[src/rtl/crg_pkg.sv]
// Shared types and helpers for the CRG clock/reset sequencer.
package crg_pkg;

  typedef enum logic [2:0] {
    OFF,
    EN_HOLD,
    ON,
    GATE,
    SWITCH
  } ch_state_e;

  // Wide enough to hold the larger of the two phase lengths.
  function automatic int cnt_width(input int rst_hold, input int sw_gap);
    int m;
    m = (rst_hold > sw_gap) ? rst_hold : sw_gap;
    return $clog2(m + 1);
  endfunction

endpackage

[src/rtl/crg_ch_seq.sv]
// One clock channel: enable/reset sequencing and glitch-safe select switching.
module crg_ch_seq
  import crg_pkg::*;
#(
  parameter int RST_HOLD = 32,
  parameter int SW_GAP   = 8
) (
  input  logic clk_i,
  input  logic rst_ni,
  input  logic pll_ok_i,
  input  logic req_en_i,
  input  logic req_sel_i,
  output logic clk_en_o,
  output logic clk_sel_o,
  output logic rst_req_n_o,
  output logic busy_o
);

  localparam int CW = cnt_width(RST_HOLD, SW_GAP);
  localparam logic [CW-1:0] RstHoldC = CW'(RST_HOLD);
  localparam logic [CW-1:0] SwGapC   = CW'(SW_GAP);
  localparam logic [CW-1:0] OneC     = CW'(1);

  ch_state_e     state_q, state_d;
  logic [CW-1:0] cnt_q, cnt_d;
  logic          sel_q, sel_d;
  logic          clkEn_q, clkEn_d;
  logic          rstReqN_q, rstReqN_d;
  logic          busy_q, busy_d;

  always_ff @(posedge clk_i or negedge rst_ni) begin
    if (!rst_ni) begin
      state_q   <= OFF;
      cnt_q     <= '0;
      sel_q     <= 1'b0;
      clkEn_q   <= 1'b0;
      rstReqN_q <= 1'b0;
      busy_q    <= 1'b0;
    end else begin
      state_q   <= state_d;
      cnt_q     <= cnt_d;
      sel_q     <= sel_d;
      clkEn_q   <= clkEn_d;
      rstReqN_q <= rstReqN_d;
      busy_q    <= busy_d;
    end
  end

  // Loss of request or lock overrides every other transition; select is kept.
  always_comb begin
    state_d = state_q;
    cnt_d   = cnt_q;
    sel_d   = sel_q;
    if (!req_en_i || !pll_ok_i) begin
      state_d = OFF;
      cnt_d   = '0;
    end else begin
      case (state_q)
        OFF: begin
          state_d = EN_HOLD;
          cnt_d   = RstHoldC;
        end
        EN_HOLD: begin
          cnt_d = cnt_q - OneC;
          if (cnt_q == OneC) state_d = ON;
        end
        ON: begin
          if (req_sel_i != sel_q) begin
            state_d = GATE;
            cnt_d   = SwGapC;
          end
        end
        GATE: begin
          cnt_d = cnt_q - OneC;
          if (cnt_q == OneC) begin
            state_d = SWITCH;
            cnt_d   = SwGapC;
            sel_d   = req_sel_i;
          end
        end
        SWITCH: begin
          cnt_d = cnt_q - OneC;
          if (cnt_q == OneC) state_d = ON;
        end
        default: state_d = OFF;
      endcase
    end
  end

  // Outputs decode the next state so they register alongside it.
  always_comb begin
    clkEn_d   = 1'b0;
    rstReqN_d = 1'b0;
    busy_d    = 1'b0;
    case (state_d)
      EN_HOLD: begin
        clkEn_d = 1'b1;
        busy_d  = 1'b1;
      end
      ON: begin
        clkEn_d   = 1'b1;
        rstReqN_d = 1'b1;
      end
      GATE, SWITCH: begin
        rstReqN_d = 1'b1;
        busy_d    = 1'b1;
      end
      default: ;
    endcase
  end

  assign clk_en_o    = clkEn_q;
  assign clk_sel_o   = sel_q;
  assign rst_req_n_o = rstReqN_q;
  assign busy_o      = busy_q;

endmodule

[src/rtl/crg_seq_ctrl.sv]
// CRG sequencer top: lock synchroniser and filter feeding N_CLK channel sequencers.
module crg_seq_ctrl
  import crg_pkg::*;
#(
  parameter int N_CLK     = 4,
  parameter int LOCK_FILT = 16,
  parameter int RST_HOLD  = 32,
  parameter int SW_GAP    = 8
) (
  input  logic             clk_src,
  input  logic             rst_n_sys,
  input  logic             mmcm_locked,
  input  logic [N_CLK-1:0] req_en,
  input  logic [N_CLK-1:0] req_sel,
  output logic             pll_ok,
  output logic [N_CLK-1:0] clk_en,
  output logic [N_CLK-1:0] clk_sel,
  output logic [N_CLK-1:0] rst_req_n,
  output logic [N_CLK-1:0] busy
);

  localparam int FW = $clog2(LOCK_FILT + 1);
  localparam logic [FW-1:0] FiltMaxC = FW'(LOCK_FILT);
  localparam logic [FW-1:0] FiltOneC = FW'(1);

  logic [1:0]    lockSync_q;
  logic          lockS;
  logic [FW-1:0] filt_q, filt_d;
  logic          pllOk_q, pllOk_d;

  assign lockS = lockSync_q[1];

  always_ff @(posedge clk_src or negedge rst_n_sys) begin
    if (!rst_n_sys) begin
      lockSync_q <= '0;
      filt_q     <= '0;
      pllOk_q    <= 1'b0;
    end else begin
      lockSync_q <= {lockSync_q[0], mmcm_locked};
      filt_q     <= filt_d;
      pllOk_q    <= pllOk_d;
    end
  end

  // Saturating run-length of synced lock; any low sample restarts it.
  always_comb begin
    filt_d = filt_q;
    if (!lockS)                filt_d = '0;
    else if (filt_q != FiltMaxC) filt_d = filt_q + FiltOneC;
    pllOk_d = (filt_d == FiltMaxC);
  end

  assign pll_ok = pllOk_q;

  for (genvar g = 0; g < N_CLK; g++) begin : g_ch
    crg_ch_seq #(
      .RST_HOLD(RST_HOLD),
      .SW_GAP  (SW_GAP)
    ) u_ch (
      .clk_i      (clk_src),
      .rst_ni     (rst_n_sys),
      .pll_ok_i   (pllOk_q),
      .req_en_i   (req_en[g]),
      .req_sel_i  (req_sel[g]),
      .clk_en_o   (clk_en[g]),
      .clk_sel_o  (clk_sel[g]),
      .rst_req_n_o(rst_req_n[g]),
      .busy_o     (busy[g])
    );
  end

endmodule
[config.mk]
export PLATFORM = sky130hd
export DESIGN_NAME = crg_seq_ctrl
export DESIGN_NICKNAME = d
export VERILOG_FILES = /design/src/rtl/crg_pkg.sv /design/src/rtl/crg_ch_seq.sv /design/src/rtl/crg_seq_ctrl.sv
export SDC_FILE = /design/constraint.sdc
export NUM_CORES = 1
export LEC_CHECK = 0
export CORE_UTILIZATION = 40
export DETAILED_ROUTE_END_ITERATION = 8
export GPL_ROUTABILITY_DRIVEN = 1
export PLACE_DENSITY_LB_ADDON = 0.25
export SETUP_SLACK_MARGIN = 0.15
export SLEW_MARGIN = 40
export SYNTH_ARGS = -nofsm -noshare
export SYNTH_HDL_FRONTEND = slang
export SYNTH_SLANG_ARGS = --single-unit
[constraint.sdc]
create_clock -name clk_src -period 2.1 [get_ports clk_src]
set_clock_uncertainty 0.1 [all_clocks]
set_input_delay 0.21 -clock clk_src [delete_from_list [all_inputs] [get_ports clk_src]]
set_output_delay 0.21 -clock clk_src [all_outputs]
set_load 0.01 [all_outputs]
## Word-level counts from Yosys, hierarchy flattened

Cells that the tools add are included.

| storage, ports and cells | value |
|---|---|
| output and inout bits | 17 |
| flip-flop bits (word level) | 60 |
| logic and storage cells | 173 |
| input port bits | 11 |

| operators by class | value |
|---|---|
| reduce and logical (&&, ||, !) cells | 41 |
| mux-type cells | 50 |
| $add $sub $neg | 5 |
| bitwise gates (word level) | 4 |
| equality and inequality tests | 46 |

Operators with widths:

| operator | count |
|---|---|
| one-hot mux 6 bit (4 select lines) | 4 |
| two-way mux 6 bit | 12 |
| equality test 3 x 2 -> 1 bit, second input constant | 16 |
| two-way mux 3 bit | 16 |
| one-hot mux 3 bit (4 select lines) | 4 |
| equality test 3 x 1 -> 1 bit, second input constant | 8 |
| equality test 3 bit, second input constant | 8 |
| equality test 6 x 1 -> 1 bit, second input constant | 4 |
| OR reduction 3 bit | 8 |
| subtractor 6 x 1 -> 6 bit, second input constant | 4 |
| nonzero test 5 bit | 4 |
| OR reduction 2 bit | 8 |
| zero test 3 bit | 4 |
| two-way mux 1 bit | 12 |
| != test 3 x 1 -> 1 bit, second input constant | 4 |
| AND reduction 3 bit | 4 |
| two-way mux 5 bit | 2 |
| AND reduction 2 bit | 4 |
| adder 5 x 1 -> 5 bit, second input constant | 1 |
| equality test 5 bit, second input constant | 1 |
| zero test 1 bit | 5 |
| != test 5 bit, second input constant | 1 |
| logical OR 1 bit | 4 |
| != test 1 bit | 4 |
| inverter 1 bit | 4 |

## Logic depth before layout (Yosys ltp)

| depth | value |
|---|---|
| depth after elaboration | 7 |
| depth in mapped cells | 8 |

## Hierarchy

Synthesis repeated with hierarchy kept, for this count alone.

| second synthesis, totals | value |
|---|---|
| cells, all modules | 370 |
| area, all modules | 3549.7 um^2 |

Modules (own cells, without submodules):

| module | sequential area each (um^2) | cells an instance | area each (um^2) | times used |
|---|---|---|---|---|
| crg_ch_seq | 325.3 | 84 | 789.5 | 4 |
| crg_seq_ctrl | 200.2 | 34 | 391.6 | 1 |

## Worst setup path after synthesis

No wires, ideal clock.

| timing path | value |
|---|---|
| path type | register to register |
| from | reg g_ch[0].u_ch.cnt_q[3] |
| to | reg g_ch[0].u_ch.sel_q |
| required time | 1.873 ns |
| arrival time | 1.963 ns |
| path buffers | 0 |
| setup slack | -0.090 ns |
| stages on the path, launching flop included | 6 |
| period minus slack after synthesis | 2.190 ns |
| cell sequence | dfrtp_1 -> or3_4 -> or3b_4 -> or3_4 -> nor2_2 -> mux2_1 |

| between the ends | value |
|---|---|
| cells in the longest elaborated chain, start to end | 2 |

RTL lines:

| item | RTL line | text |
|---|---|---|
| from (decl) | crg_ch_seq.sv:25 | `logic [CW-1:0] cnt_q, cnt_d;` |
| from (signal assigned) | crg_ch_seq.sv:41 | `cnt_q <= cnt_d;` |
| equality test 6 x 1 -> 1 bit | crg_ch_seq.sv:75 | `if (cnt_q == OneC) begin` |
| AND reduction 3 bit (no source line) | -- |  |
| to (signal assigned) | crg_ch_seq.sv:42 | `sel_q <= sel_d;` |
| to (decl) | crg_ch_seq.sv:26 | `logic sel_q, sel_d;` |

Every way passes these cells.
A chain may end at the register's enable or synchronous reset.

## Worst setup path in the final report

| timing path | value |
|---|---|
| from | reg g_ch[0].u_ch.cnt_q[4] |
| to | reg g_ch[0].u_ch.sel_q |

Same word-level chain as after synthesis.

==> impl_results.rst <==
.. list-table::
   :header-rows: 1

   * - Metric
     - Value
   * - Result of the run
     - finished, violations left
   * - Violations in the final reports
     - negative setup slack
   * - Gate count after technology mapping
     - just under 400
   * - Core region area
     - roughly 8700 um^2
   * - Net switching power figure
     - around 0.53 mW
   * - Post-synthesis mux area share
     - approximately 1.9%
   * - Via density
     - roughly 5.4
   * - Remaining antenna violation count
     - 0
   * - Commonest cells after routing, fill and taps aside
     - sky130_fd_sc_hd__dfrtp_1 (60), sky130_fd_sc_hd__nor2_1 (34), sky130_fd_sc_hd__nand2_1 (33)
   * - Number of I/O port buffers
     - 27
   * - Total overflow reported by the global router
     - 0
   * - DIE HEIGHT
     - a little under 100 um
   * - Power Total
     - between 2 and 2.5 mW
   * - Cell variety after synth
     - 61
   * - Synth Area in Simple Gates
     - about 22%
   * - Arrival time of the worst setup path
     - about 2200 ps
   * - Transition time at the pin with the least slew margin
     - roughly 500 ps
   * - Synth Area in Adders
     - 3.51%
   * - Portion of total power attributed to sequential cells
     - around half
   * - Peak supply drop
     - approximately 0.00030 V
   * - Effective utilization at floorplan
     - 41.1%
   * - Worst slew margin relative to its limit
     - between 60 and 70%
   * - Remaining design rule violation count
     - 0
   * - Maximum number of pins on one net before global-route repair
     - just over 40
   * - Setup violation total in the final timing report
     - 1
   * - Biggest fanout along the worst timing path
     - 3
   * - Routed length per instance
     - 13.6 um
   * - Standard-cell row count
     - 34
   * - Flip-flop and latch count after synthesis
     - 60
   * - Unrepaired setup endpoints after global routing
     - true
   * - Clock edge transition at the registers on the reported setup and hold paths
     - roughly 70 ps
   * - Buffer levels on the longest clock path
     - 2
   * - Most common library cell in the layout ignoring fill and taps
     - sky130_fd_sc_hd__dfrtp_1
   * - Synth Warn #
     - 0
   * - Wire length of the first global-routing pass
     - around 12000 um
   * - Clock period minus final worst setup slack
     - approximately 2100 ps
   * - Weighted congestion reported at the end of routability-driven placement
     - around 0.86
   * - Share of layout cells above drive strength 1
     - about 17%
   * - Worst setup slack after layout
     - -20.5 ps
   * - Via count
     - around 2900
   * - Share of flip-flops with an asynchronous set or reset after synthesis
     - between 90% and 100%
   * - Die Wd
     - 96.4 um
   * - Static leakage
     - 1.90 nW
   * - Summed area of non-filler cells in the final layout
     - 4280 um^2
   * - Fin. max-slew vios
     - 0
   * - Total of max-cap violations
     - 0
   * - Total instance count after detailed placement
     - between 500 and 600
   * - Share of the synthesized area in compound gates (AO/OA/AOI/OAI)
     - roughly 18%
   * - PD cells
     - ~530 nW/um^2
   * - Main combinational cell family by area after synthesis
     - simple AND/OR/NAND/NOR gates
   * - Detailed Routing Iterations Pass 1
     - 4
   * - Number of antenna violations at the first check in global routing
     - 0
   * - Tightest hold margin
     - between 200 and 250 ps
   * - Standard cell area after detailed placement
     - 3960 um^2
   * - Syn_nets
     - about 410
   * - Area growth, synth to finish
     - 20.1%
   * - Class of the tightest hold or removal check
     - input port to register
   * - Critical Path RT
     - roughly 2200 ps
   * - Clock tree from TritonCTS
     - done
   * - Final Util
     - 49.3%
   * - Number of global-route vias before repair
     - around 2800
   * - Final sum of negative setup slack
     - -20.5 ps
   * - Portion of total power attributed to the clock network
     - around 46%
   * - Overall die area
     - 9290 um^2
   * - Int Pwr
     - between 1.5 and 2 mW
   * - Number of nets in the layout
     - 446
   * - Count of pins on the block boundary
     - 28
   * - Switching share of total power
     - a little under a quarter
   * - Number of hold-slack violations in the final timing report
     - 0
   * - Power share of the combinational group
     - under 10%
   * - Worst Setup Path Type
     - register to register
   * - Detailed placer's ending HPWL
     - ~5200 um
   * - CTS buffer count
     - 9
   * - Number of enable flip-flop cells after synthesis
     - 0
   * - All-layer global routing usage
     - roughly 17%
   * - Nature of the critical path endpoint
     - register
   * - FMAX
     - around 470 MHz
   * - Post-Synth XOR/XNOR Area
     - under 10%
   * - First-iteration detailed-routing DRC count
     - approximately 120
   * - Clock latency reported for the late side of the worst-skew pair
     - about 330 ps
   * - Sequential share of the synthesized area
     - 42.1%
   * - DP Worst Slack
     - -40.5 ps
   * - Final Cycle Share
     - 101%
   * - Post-synthesis area per instance
     - roughly 9.1 um^2
   * - Main synth FF type
     - sky130_fd_sc_hd__dfrtp_1
   * - Root buffer cell
     - sky130_fd_sc_hd__clkbuf_8
   * - H-Tree Level Count
     - 3
   * - Kind of start point of the critical path
     - register
   * - Sinks on the clock net
     - 60
   * - Diodes inserted
     - 0
   * - Routed wire length
     - around 7300 um
   * - Netlist area before placement
     - between 3000 and 4000 um^2
   * - Number of non-filler instances in the completed layout
     - between 500 and 600
worst paths after layout:
kind,startpoint,end,depth (start not counted),slack [ps]
min in group asynchronous,rst_n_sys,g_ch[0].u_ch.rst_req_n_o,2,280
max reg2reg,g_ch[0].u_ch.cnt_q[4],g_ch[0].u_ch.clk_sel_o,5,-20
max,g_ch[0].u_ch.cnt_q[4],g_ch[0].u_ch.clk_sel_o,5,-20
min,mmcm_locked,lockSync_q[0],1,240
min reg2reg,lockSync_q[0],lockSync_q[1],0,250
max in group asynchronous,rst_n_sys,filt_q[3],3,1040
kinds of logic after synthesis:
group | Yosys count
buffers and inverters | 50
DFF | 60
AOI/OAI and AO/OA | 95
and+or+nand+nor | 149
adders and majority gates | 10
muxes | 6
xor gates and xnor gates | 22
flip-flops by register name, summed over array words and instances (netlist names):
| name | count |
|---|---|
| g_ch.u_ch.state_q | 12 |
| g_ch.u_ch.clk_sel_o | 4 |
| g_ch.u_ch.rst_req_n_o | 4 |
| g_ch.u_ch.busy_o | 4 |
| g_ch.u_ch.cnt_q | 24 |
| g_ch.u_ch.clk_en_o | 4 |
| pll_ok | 1 |
| filt_q | 5 |
| lockSync_q | 2 |
critical path, cell delays in order, from the launching register on:
cell,delay [ps]
sky130_fd_sc_hd__dfrtp_1,380
sky130_fd_sc_hd__or3_4,390
sky130_fd_sc_hd__or3b_4,400
sky130_fd_sc_hd__or3_4,360
sky130_fd_sc_hd__nor2_4,90
sky130_fd_sc_hd__mux2_4,290
cell type report:
class / count / area, um^2
sequential: 60 / 1500
multi-input combinational: 282 / 1880
inverter: 14 / 52.6
fill: 853 / 4400
tap: 108 / 135
clock inverter: 7 / 77.6
clock buffer: 9 / 124
timing repair buffer: 58 / 513
routing by layer:
metal | share of wire, % | global-route usage, % | up-vias
met5 | 0 | 0 | -
met4 | 1.9 | 8.09 | 0
met3 | 2.8 | 3.44 | 12
met2 | 47 | 28.0 | 45
met1 | 48 | 22.6 | 1383
li1 | - | - | 1448
power by group through the flow:
stage               Sequential (mW)  Combinational [mW]  Clock [mW]
global route                   1.17              0.0867        1.13
floorplan                      1.19              0.0217           0
global placement               1.19              0.0748           0
finish                         1.17              0.0751        1.04
detailed placement             1.19              0.0760           0
CTS                            1.17              0.0777        1.08
Yosys cell counts (all sizes together), types with 6 or more instances:
library cell / instances / area [um^2]
dfrtp: 60 / 1500
nor2: 35 / 134
nand2: 33 / 124
o21ai: 21 / 105
a21oi: 19 / 98.9
buf: 19 / 135
clkbuf: 17 / 63.8
nand3: 15 / 75.1
inv: 14 / 52.6
nor3: 11 / 55.1
xnor2: 11 / 96.3
xor2: 11 / 96.3
ha: 10 / 125
nor2b: 9 / 56.3
and2: 7 / 43.8
nand2b: 7 / 43.8
nand3b: 7 / 52.6
or3: 7 / 53.8
o22ai: 6 / 37.5
repair_timing:
action                     CTS  global route
hold buffers                 1             0
pin swaps                    1             4
resized for setup            6             9
hold endpoints to repair    20             0
setup endpoints to repair    6            11
buffers inserted             3             3
(Power assumes the default switching activity.)
